`src/rtl/pipe_pkg.sv`:
```
// Purpose: shared constants, decode enums and width helper for pipeline stage registers.
// Latency: n/a (package only).
// Backpressure: n/a (package only).
package pipe_pkg;

    // Field counts of the stage registers this block replaces.
    localparam int MEMWB_FIELDS = 3;
    localparam int EXMEM_FIELDS = 4;

    // Field positions inside the packed data word (field 0 in the LSBs).
    localparam int F_ALU = 0;
    localparam int F_LD  = 1;
    localparam int F_PC  = 2;

    // What the main entry does at the next edge.
    typedef enum logic [1:0] {
        M_KEEP,
        M_LOAD_IN,
        M_LOAD_S,
        M_CLEAR
    } m_op_e;

    // What the skid entry does at the next edge.
    typedef enum logic [1:0] {
        S_KEEP,
        S_LOAD_IN,
        S_CLEAR
    } s_op_e;

    function automatic int data_w(input int num_fields, input int field_w);
        return num_fields * field_w;
    endfunction

endpackage

```
`src/rtl/pipe_entry.sv`:
```
// Purpose: one storage slot of a stage register, valid bit plus data word.
// Latency: load/clear take effect at the next rising edge of clk.
// Backpressure: none; the owner decides when to load or clear.
//
// Ports: clk, rst (async, active-high), load (capture load_data, set valid),
//        clear (drop valid, data kept), valid/data (registered contents).
module pipe_entry #(
    parameter int DATA_W = 96
) (
    input  logic              clk,
    input  logic              rst,
    input  logic              load,
    input  logic              clear,
    input  logic [DATA_W-1:0] load_data,
    output logic              valid,
    output logic [DATA_W-1:0] data
);

    logic              vld_q;
    logic              vld_d;
    logic [DATA_W-1:0] dat_q;
    logic [DATA_W-1:0] dat_d;

    // A load wins over a clear: a slot being refilled is never left empty.
    always_comb begin
        vld_d = vld_q;
        dat_d = dat_q;
        if (load) begin
            vld_d = 1'b1;
            dat_d = load_data;
        end else if (clear) begin
            vld_d = 1'b0;
        end
    end

    always_ff @(posedge clk or posedge rst) begin
        if (rst) begin
            vld_q <= 1'b0;
            dat_q <= '0;
        end else begin
            vld_q <= vld_d;
            dat_q <= dat_d;
        end
    end

    assign valid = vld_q;
    assign data  = dat_q;

endmodule

```
`src/rtl/pipe_stage_reg.sv`:
```
// Purpose: parametrised CPU stage register with valid/ready, optional skid slot, hold freeze and flush.
// Latency: 1 cycle from in_fire to out_valid when the stage is empty; 1 beat/cycle sustained.
// Backpressure: SKID=1 registers in_ready (~skid valid); SKID=0 in_ready = ~out_valid | out_ready; hold forces in_ready=0.
//
// Ports: clk, rst (async, active-high); in_valid/in_ready/in_data upstream side;
//        kill drops the accepted beat; hold freezes the stage; flush empties it;
//        out_valid/out_ready/out_data downstream side; occupancy = stored beats;
//        hold_cycles = saturating count of cycles with hold=1.
module pipe_stage_reg
    import pipe_pkg::*;
#(
    parameter int NUM_FIELDS = MEMWB_FIELDS,
    parameter int FIELD_W    = 32,
    parameter int SKID       = 1,
    parameter int CNT_W      = 16
) (
    input  logic                          clk,
    input  logic                          rst,
    input  logic                          in_valid,
    output logic                          in_ready,
    input  logic [NUM_FIELDS*FIELD_W-1:0] in_data,
    input  logic                          kill,
    input  logic                          hold,
    input  logic                          flush,
    output logic                          out_valid,
    input  logic                          out_ready,
    output logic [NUM_FIELDS*FIELD_W-1:0] out_data,
    output logic [1:0]                    occupancy,
    output logic [CNT_W-1:0]              hold_cycles
);

    localparam int DW = data_w(NUM_FIELDS, FIELD_W);

    logic          m_vld;
    logic [DW-1:0] m_dat;
    logic          s_vld;
    logic [DW-1:0] s_dat;

    logic          in_fire;
    logic          out_fire;
    logic          store;
    m_op_e         m_op;
    s_op_e         s_op;

    logic          in_rdy_q;
    logic          in_rdy_d;
    logic [CNT_W-1:0] cnt_q;
    logic [CNT_W-1:0] cnt_d;

    // in_ready never looks at m_op/s_op, so there is no combinational loop.
    // With SKID=1 it comes straight from a flop: out_ready never reaches it.
    assign in_ready = (SKID != 0) ? (in_rdy_q & ~hold)
                                  : ((~m_vld | out_ready) & ~hold);

    always_comb begin
        out_fire = m_vld & out_ready & ~hold;
        in_fire  = in_valid & in_ready;
        store    = in_fire & ~kill;
        m_op     = M_KEEP;
        s_op     = S_KEEP;

        // hold needs no branch of its own: it already blocks in_fire and out_fire.
        if (flush) begin
            m_op = M_CLEAR;
            s_op = S_CLEAR;
        end else if (out_fire) begin
            if (s_vld) begin
                m_op = M_LOAD_S;
                s_op = store ? S_LOAD_IN : S_CLEAR;
            end else begin
                m_op = store ? M_LOAD_IN : M_CLEAR;
            end
        end else if (store) begin
            if (!m_vld) begin
                m_op = M_LOAD_IN;
            end else begin
                s_op = S_LOAD_IN;
            end
        end
    end

    pipe_entry #(.DATA_W(DW)) u_main (
        .clk       (clk),
        .rst       (rst),
        .load      ((m_op == M_LOAD_IN) || (m_op == M_LOAD_S)),
        .clear     (m_op == M_CLEAR),
        .load_data ((m_op == M_LOAD_S) ? s_dat : in_data),
        .valid     (m_vld),
        .data      (m_dat)
    );

    // Without a skid slot the entry is never loaded and trims away to constants.
    pipe_entry #(.DATA_W(DW)) u_skid (
        .clk       (clk),
        .rst       (rst),
        .load      ((SKID != 0) && (s_op == S_LOAD_IN)),
        .clear     (s_op == S_CLEAR),
        .load_data (in_data),
        .valid     (s_vld),
        .data      (s_dat)
    );

    // in_ready for the next cycle is the inverse of the skid slot's next valid.
    always_comb begin
        in_rdy_d = ~s_vld;
        if (s_op == S_LOAD_IN && SKID != 0) begin
            in_rdy_d = 1'b0;
        end else if (s_op == S_CLEAR) begin
            in_rdy_d = 1'b1;
        end
    end

    always_comb begin
        cnt_d = cnt_q;
        if (hold && (cnt_q != {CNT_W{1'b1}})) begin
            cnt_d = cnt_q + {{(CNT_W-1){1'b0}}, 1'b1};
        end
    end

    always_ff @(posedge clk or posedge rst) begin
        if (rst) begin
            in_rdy_q <= 1'b1;
            cnt_q    <= '0;
        end else begin
            in_rdy_q <= in_rdy_d;
            cnt_q    <= cnt_d;
        end
    end

    assign out_valid   = m_vld;
    assign out_data    = m_dat;
    assign occupancy   = {1'b0, m_vld} + {1'b0, s_vld};
    assign hold_cycles = cnt_q;

endmodule

```
`config.mk`:
```
export PLATFORM = sky130hd
export DESIGN_NAME = pipe_stage_reg
export DESIGN_NICKNAME = d
export VERILOG_FILES = /design/src/rtl/pipe_pkg.sv /design/src/rtl/pipe_entry.sv /design/src/rtl/pipe_stage_reg.sv
export SDC_FILE = /design/constraint.sdc
export NUM_CORES = 1
export LEC_CHECK = 0
export CELL_PAD_IN_SITES_DETAIL_PLACEMENT = 1
export CELL_PAD_IN_SITES_GLOBAL_PLACEMENT = 2
export CORE_AREA = 4 4 148 150
export CTS_CLUSTER_DIAMETER = 80
export DETAILED_ROUTE_END_ITERATION = 6
export DIE_AREA = 0 0 152 154
export DONT_BUFFER_PORTS = 1
export PLACE_DENSITY = 0.81
export SLEW_MARGIN = 20
export SYNTH_ARGS = -nofsm -noshare
export SYNTH_HDL_FRONTEND = slang
export SYNTH_SLANG_ARGS = --single-unit
```
`constraint.sdc`:
```
create_clock -name clk -period 16.2 [get_ports clk]
set_clock_uncertainty 0.1 [all_clocks]
set_input_delay 4.86 -clock clk [delete_from_list [all_inputs] [get_ports clk]]
set_output_delay 4.86 -clock clk [all_outputs]
set_load 0.03 [all_outputs]
```
==> summary.md, run 1 <==
| Metric | Value |
|---|---|
| Critical Path End Type | primary output |
| GRT Resource Usage Total | 0.177 |
| RSZ-0062 raised after global routing | no |
| Setup bufs post-CTS | 0 |
| Post-synth EDFFs | 0 |
| Startpoint Class | primary input |
| Synth Flop Type | dfrtp_1 |
| Highest Clock Rate | 96.8 MHz |
| Port bufs | 0 |
| Remaining DRCs | 0 |
| Area leader, netlist | dfrtp_1 |
| Fin. Hold Viols | 0 |
| Area contributors post-synth | dfrtp_1 (59%), mux2_2 (12%), mux2i_1 (11%) |
| Static Leak | 4.45 nW |
| Clock transition at path regs | 60 ps |
| Register area share after synthesis | 0.590 |
| Synth warnings | 0 |
| Max Slew Vio Count | 0 |
| Max IR drop VDD | 0.0746 mV |
| Total of max-cap violations | 0 |
| Hold Startpoint | u_skid.data[20]$_DFFE_PP0N_ |
| Mapped cell area | 0.00895 mm² |
| Min-Delay Path Class | flop to flop |
| Delay-heaviest family, CP | simple AND/OR/NAND/NOR gates |
| CTS Hold Bufs | 0 |
| CTS tree | done |
| Worst path bufs/invs | 0 |
| Kind of critical path | primary input to primary output |
| Worst endpoint required time | 11,240 ps |
| Die H | 154 µm |
| Die area | 0.0234 mm² |
| Worst path slowest cell | nor2b_1 |
| Power density over the cells | 162 mW/mm² |
| Share of layout cells above drive strength 1 | 0.210 |
| Area growth from synthesis to layout | 11.5% |
| Fill cells | 2,129 |
| Top cell type's share of synthesized area | 0.587 |
| Final min period | 10,330 ps |
| CTS Buffer Depth | 3 |
| Grt ovf | 0 |
| ANT nets after route | 0 |
| Drt via density | 5.46 |
| Max-slew headroom | 0.337 |
| GP Congestion | 0.741 |
| Dpl hpwl | 13,800 µm |
| Boundary Pins | 219 |
| First-pass GRT wire length | 34,300 µm |
| Detailed Route WL | 21,100 µm |
| N_diodes | 0 |
| Clock Root Buffer | clkbuf_16 |
| Syn Nets | 831 |
| CP peak stage delay | 510 ps |
| Netlist cell types | 39 |
| Final Hold Slack | 402 ps |
| DR iter-0 viols | 171 |
| Starting Density | 0.433 |
| Final Setup Violations | 0 |
| Die W | 152 µm |
| #FFs+latches synth | 211 |
| Setup TNS | 0 ps |
| Critical path peak fanout | 8 |
| Worst-Skew Late Latency | 490 ps |
| Syn Inst Count | 721 |
| Layout Nets | 818 |
| Routed len/inst | 21.1 µm |
| Initial antenna violation count | 0 |
| # H-tree levels | 1 |
| Vias in the first global route | 6,089 |
| Via Count | 5,454 |
| # rows | 53 |
| Pre-Repair DR Iteration Count | 4 |
| TritonCTS Buffers | 23 |
| Largest net degree at the start of global routing | 135 |
| Post-synth ARST share | 1.00 |
| Status | completed |
| Sink Count | 211 |
| Placeable Area | 0.0207 mm² |
| Reg-to-Reg Start | in_rdy_q$_DFF_PP1_ |
| Critical-path cell list | nor2b_1 |
| Post-CTS sizing | 0 |
| Mean area per synthesized cell | 12.4 µm² |
| Worst-Margin Slew | 994 ps |
| Final Cycle Share | 0.638 |
| Arrival @ worst endpoint | 5370 ps |
| CP Launch Point | hold |
==> power breakdown <==
group | internal, mW | switching, mW | leakage (nW)
Clock | 0.331 | 0.202 | 0.383
Sequential | 0.648 | 0.234 | 2.71
Combinational | 0.0990 | 0.102 | 1.35
Total | 1.08 | 0.538 | 4.45
==> synthesized netlist by cell type, types with 2 or more instances <==
cell	number
nand4_1	2
xnor2_1	5
xor2_1	2
inv_1	4
buf_2	13
nor3_1	2
nand2_1	105
nor2b_1	2
nand4_2	2
clkbuf_1	30
or4_4	2
nor2_1	3
and3_1	2
mux2_2	98
dfrtp_1	210
mux2_1	4
nand3_1	8
o21ai_0	101
a21oi_1	2
ha_1	7
nand2b_1	3
mux2i_1	97
==> state kept, by name (all words and copies together), names as in the netlist <==
register,count
u_main.data,96
u_skid.data,96
hold_cycles,16
in_rdy_q,1
u_main.valid,1
u_skid.valid,1
==> layout make-up <==
class | instances | area (µm²) | area share
multi-input cells | 463 | 3500 | 0.351
flip-flops and latches | 211 | 5280 | 0.529
repair buffers | 5 | 57.6 | 0.00577
clock inverters | 7 | 110 | 0.0110
inverters | 4 | 22.5 | 0.00226
clock buffers | 33 | 663 | 0.0664
well taps | 275 | 344 | 0.0345
==> path summary, 6_finish.rpt <==
path,endpoint,slack [ps],depth (start not counted)
setup / recovery,in_ready,5870,1
hold / removal,u_skid.data[20]$_DFFE_PP0N_,400,1
setup reg to reg,u_skid.data[34]$_DFFE_PP0N_,11940,6
hold reg to reg,u_skid.data[20]$_DFFE_PP0N_,400,1
max in group asynchronous,u_skid.data[64]$_DFFE_PP0N_,10450,3
min in group asynchronous,u_main.data[8]$_DFFE_PP0P_,4330,1
==> logic make-up after synthesis <==
kind of cell,share of synthesized area
DFF,0.590
muxes,0.239
and+or+nand+nor,0.0713
AOI/OAI and AO/OA,0.0619
buffers and inverters,0.0215
xor gates and xnor gates,0.00685
adders and majority gates,0.00979
==> cells in the final DEF, fill, tap and decap left out, types with 2 or more instances in the layout <==
cell / count
dfrtp_1: 210
nand2_1: 105
o21ai_0: 101
mux2_2: 98
mux2i_1: 97
clkbuf_16: 23
nand3_1: 8
xnor2_1: 5
ha_1: 5
clkbuf_1: 5
clkbuf_8: 5
mux2_1: 4
clkinv_2: 4
buf_4: 4
nand2b_1: 3
nor2_1: 3
inv_1: 3
bufinv_16: 3
nand4_2: 2
nand4_1: 2
or4_4: 2
and3_1: 2
a21oi_1: 2
xor2_1: 2
nor3_1: 2
nor2b_1: 2
ha_4: 2
==> layer usage <==
metal  GRT usage  wire, µm  vias to the layer above
met3      0.0844      2440                       29
met1       0.206      8020                     2765
li1            -         -                     2486
met4      0.0424       376                        0
met5           0         0                        -
met2       0.298     10200                      174
==> through the flow <==
step | cell area, µm² | setup slack, ps | power, mW | utilization | cells
after CTS | 9950 | 5860 | 1.64 | 0.481 | 997
after global placement | 9180 | 5870 | 1.07 | 0.444 | 957
after detailed placement | 9180 | 5860 | 1.10 | 0.444 | 957
after global routing | 9980 | 5870 | 1.71 | 0.482 | 998
final | 9980 | 5870 | 1.62 | 0.482 | 998
after floorplan | 8950 | 5480 | 1.02 | - | 721
Note: power is estimated with default switching activity, not from simulation.
==> inputs of run 2 (changes only) <==
--- a/config.mk
+++ b/config.mk
@@ -7,12 +7,12 @@
 export LEC_CHECK = 0
 export CELL_PAD_IN_SITES_DETAIL_PLACEMENT = 1
 export CELL_PAD_IN_SITES_GLOBAL_PLACEMENT = 2
-export CORE_AREA = 4 4 148 150
+export CORE_AREA = 4 4 153 155
 export CTS_CLUSTER_DIAMETER = 80
 export DETAILED_ROUTE_END_ITERATION = 6
-export DIE_AREA = 0 0 152 154
+export DIE_AREA = 0 0 157 159
 export DONT_BUFFER_PORTS = 1
-export PLACE_DENSITY = 0.81
+export PLACE_DENSITY = 0.77
 export SLEW_MARGIN = 20
 export SYNTH_ARGS = -nofsm -noshare
 export SYNTH_HDL_FRONTEND = slang
==> constraint.sdc (replaced) <==
create_clock -name clk -period 9.8 [get_ports clk]
set_clock_uncertainty 0.1 [all_clocks]
set_input_delay 2.94 -clock clk [delete_from_list [all_inputs] [get_ports clk]]
set_output_delay 2.94 -clock clk [all_outputs]
set_load 0.03 [all_outputs]
==> summary.md, run 2 (same netlist as run 1, synthesis figures left out) <==
| Metric | Value |
|---|---|
| Final Setup Violations | 0 |
| Critical path peak fanout | 8 |
| Critical Path End Type | primary output |
| Delay-heaviest family, CP | simple AND/OR/NAND/NOR gates |
| Pre-CTS WS | 3240 ps |
| Highest Clock Rate | 154 MHz |
| Drt via density | 5.37 |
| Share of layout cells above drive strength 1 | 0.202 |
| Most common cell after layout, fill and taps aside | dfrtp_1 |
| Post-CTS sizing | 0 |
| Hold Startpoint | u_skid.data[70]$_DFFE_PP0N_ |
| Power density over the cells | 261 mW/mm² |
| Sw Share | 0.340 |
| Startpoint Class | primary input |
| Die area | 0.0250 mm² |
| # rows | 54 |
| ANT nets after route | 0 |
| Internal | 1.71 mW |
| Via Count | 5,387 |
| Total of max-cap violations | 0 |
| Critical-path cell list | nor2b_1 |
| Worst path slowest cell | nor2b_1 |
| Grt ovf | 0 |
| # H-tree levels | 1 |
| Max IR drop VDD | 0.129 mV |
| Kind of critical path | primary input to primary output |
| GP Congestion | 0.767 |
| Placed Area | 0.00919 mm² |
| CTS Hold Bufs | 0 |
| Clock transition at path regs | 60 ps |
| Final Cycle Share | 0.663 |
| Sw Pwr | 0.878 mW |
| Reg-to-Reg Start | in_rdy_q$_DFF_PP1_ |
| GRT Resource Usage Total | 0.160 |
| Layout Nets | 817 |
| Die W | 157 µm |
| Reg-to-reg setup timing slack | 5670 ps |
| Worst hold stages | 1 |
| Arrival @ worst endpoint | 3460 ps |
| Worst path bufs/invs | 0 |
| TritonCTS Buffers | 23 |
| Remaining DRCs | 0 |
| Setup TNS | 0 ps |
| Hold EP | u_skid.data[70]$_DFFE_PP0N_ |
| Placed insts | 962 |
| Final min period | 6500 ps |
| Starting Density | 0.410 |
| Dpl hpwl | 13,700 µm |
| Layout Cells excl Fill | 1,003 |
| Final worst slack | 3300 ps |
| Sequential share of power | 0.564 |
| Placeable Area | 0.0218 mm² |
| Max Slew Vio Count | 0 |
| N_diodes | 0 |
| Register-to-Register Path Depth | 6 |
| Reg-to-Reg End | u_skid.data[86]$_DFFE_PP0N_ |
| Final Hold Slack | 405 ps |
| Worst endpoint required time | 6760 ps |
| Setup bufs post-CTS | 0 |
| Area growth from synthesis to layout | 10.5% |
| Fin. Hold Viols | 0 |
| Initial antenna violation count | 0 |
| Routed len/inst | 20.4 µm |
| Fill cells | 2,268 |
| Clock Root Buffer | clkbuf_16 |
| CTS tree | done |
| Min-Delay Path Class | flop to flop |
| RSZ-0062 raised after global routing | no |
| Logic pwr share | 0.126 |
| Pre-Repair DR Iteration Count | 4 |
| Worst-Skew Late Latency | 500 ps |
| First-pass GRT wire length | 32,900 µm |
| CTS Buffer Depth | 3 |
| Sink Count | 211 |
| Die H | 159 µm |
| Port bufs | 0 |
| Finished Cell Area | 0.00989 mm² |
| Static Leak | 4.39 nW |
| Worst-Margin Slew | 948 ps |
| Clock Power Share | 0.310 |
| Status | completed |
| Vias in the first global route | 5,840 |
| DR iter-0 viols | 198 |
| Largest net degree at the start of global routing | 135 |
| Detailed Route WL | 20,400 µm |
| Most frequent cells in the layout | dfrtp_1 (210), nand2_1 (105), o21ai_0 (101) |
| CP peak stage delay | 520 ps |
| Boundary Pins | 219 |
| Max-slew headroom | 0.368 |
==> run 2: area by class of cell <==
cell class                 instances  area, µm²  area share
timing repair buffer               4       33.8     0.00342
inverter                           4       22.5     0.00228
clock inverter                     2       12.5     0.00127
clock buffer                      39        686      0.0693
sequential                       211       5280       0.534
multi-input combinational        463       3500       0.354
tap                              280        350      0.0354
==> run 2: power groups by stage <==
| stage | registers (mW) | logic [mW] | clock network, mW |
|---|---|---|---|
| after global routing | 1.49 | 0.374 | 0.871 |
| final | 1.46 | 0.326 | 0.802 |
| after CTS | 1.46 | 0.335 | 0.832 |
| after detailed placement | 1.48 | 0.335 | 0 |
| after global placement | 1.47 | 0.310 | 0 |
| after floorplan | 1.41 | 0.277 | 0 |
==> run 2: per-layer routing <==
metal / global-route usage / wire length (µm)
met5: 0 / 0
met4: 0.0438 / 551
met3: 0.0707 / 2220
met2: 0.254 / 9570
met1: 0.199 / 8080
==> run 2: stage by stage <==
| stage | total power [mW] | util |
|---|---|---|
| finish | 2.58 | 0.453 |
| floorplan | 1.69 | - |
| detailed placement | 1.81 | 0.421 |
| CTS | 2.63 | 0.453 |
| global route | 2.73 | 0.453 |
| global placement | 1.77 | 0.421 |
==> run 2: worst max path at each step <==
stage          cells after the start                     endpoint  from
6_report                           1                     in_ready  hold
5_1_grt                            1                     in_ready  hold
4_1_cts                            1                     in_ready  hold
3_5_place_dp                       6  u_skid.data[63]$_DFFE_PP0N_  hold
3_3_place_gp                       1                     in_ready  hold
2_1_floorplan                      1   hold_cycles[0]$_DFFE_PP0P_   rst
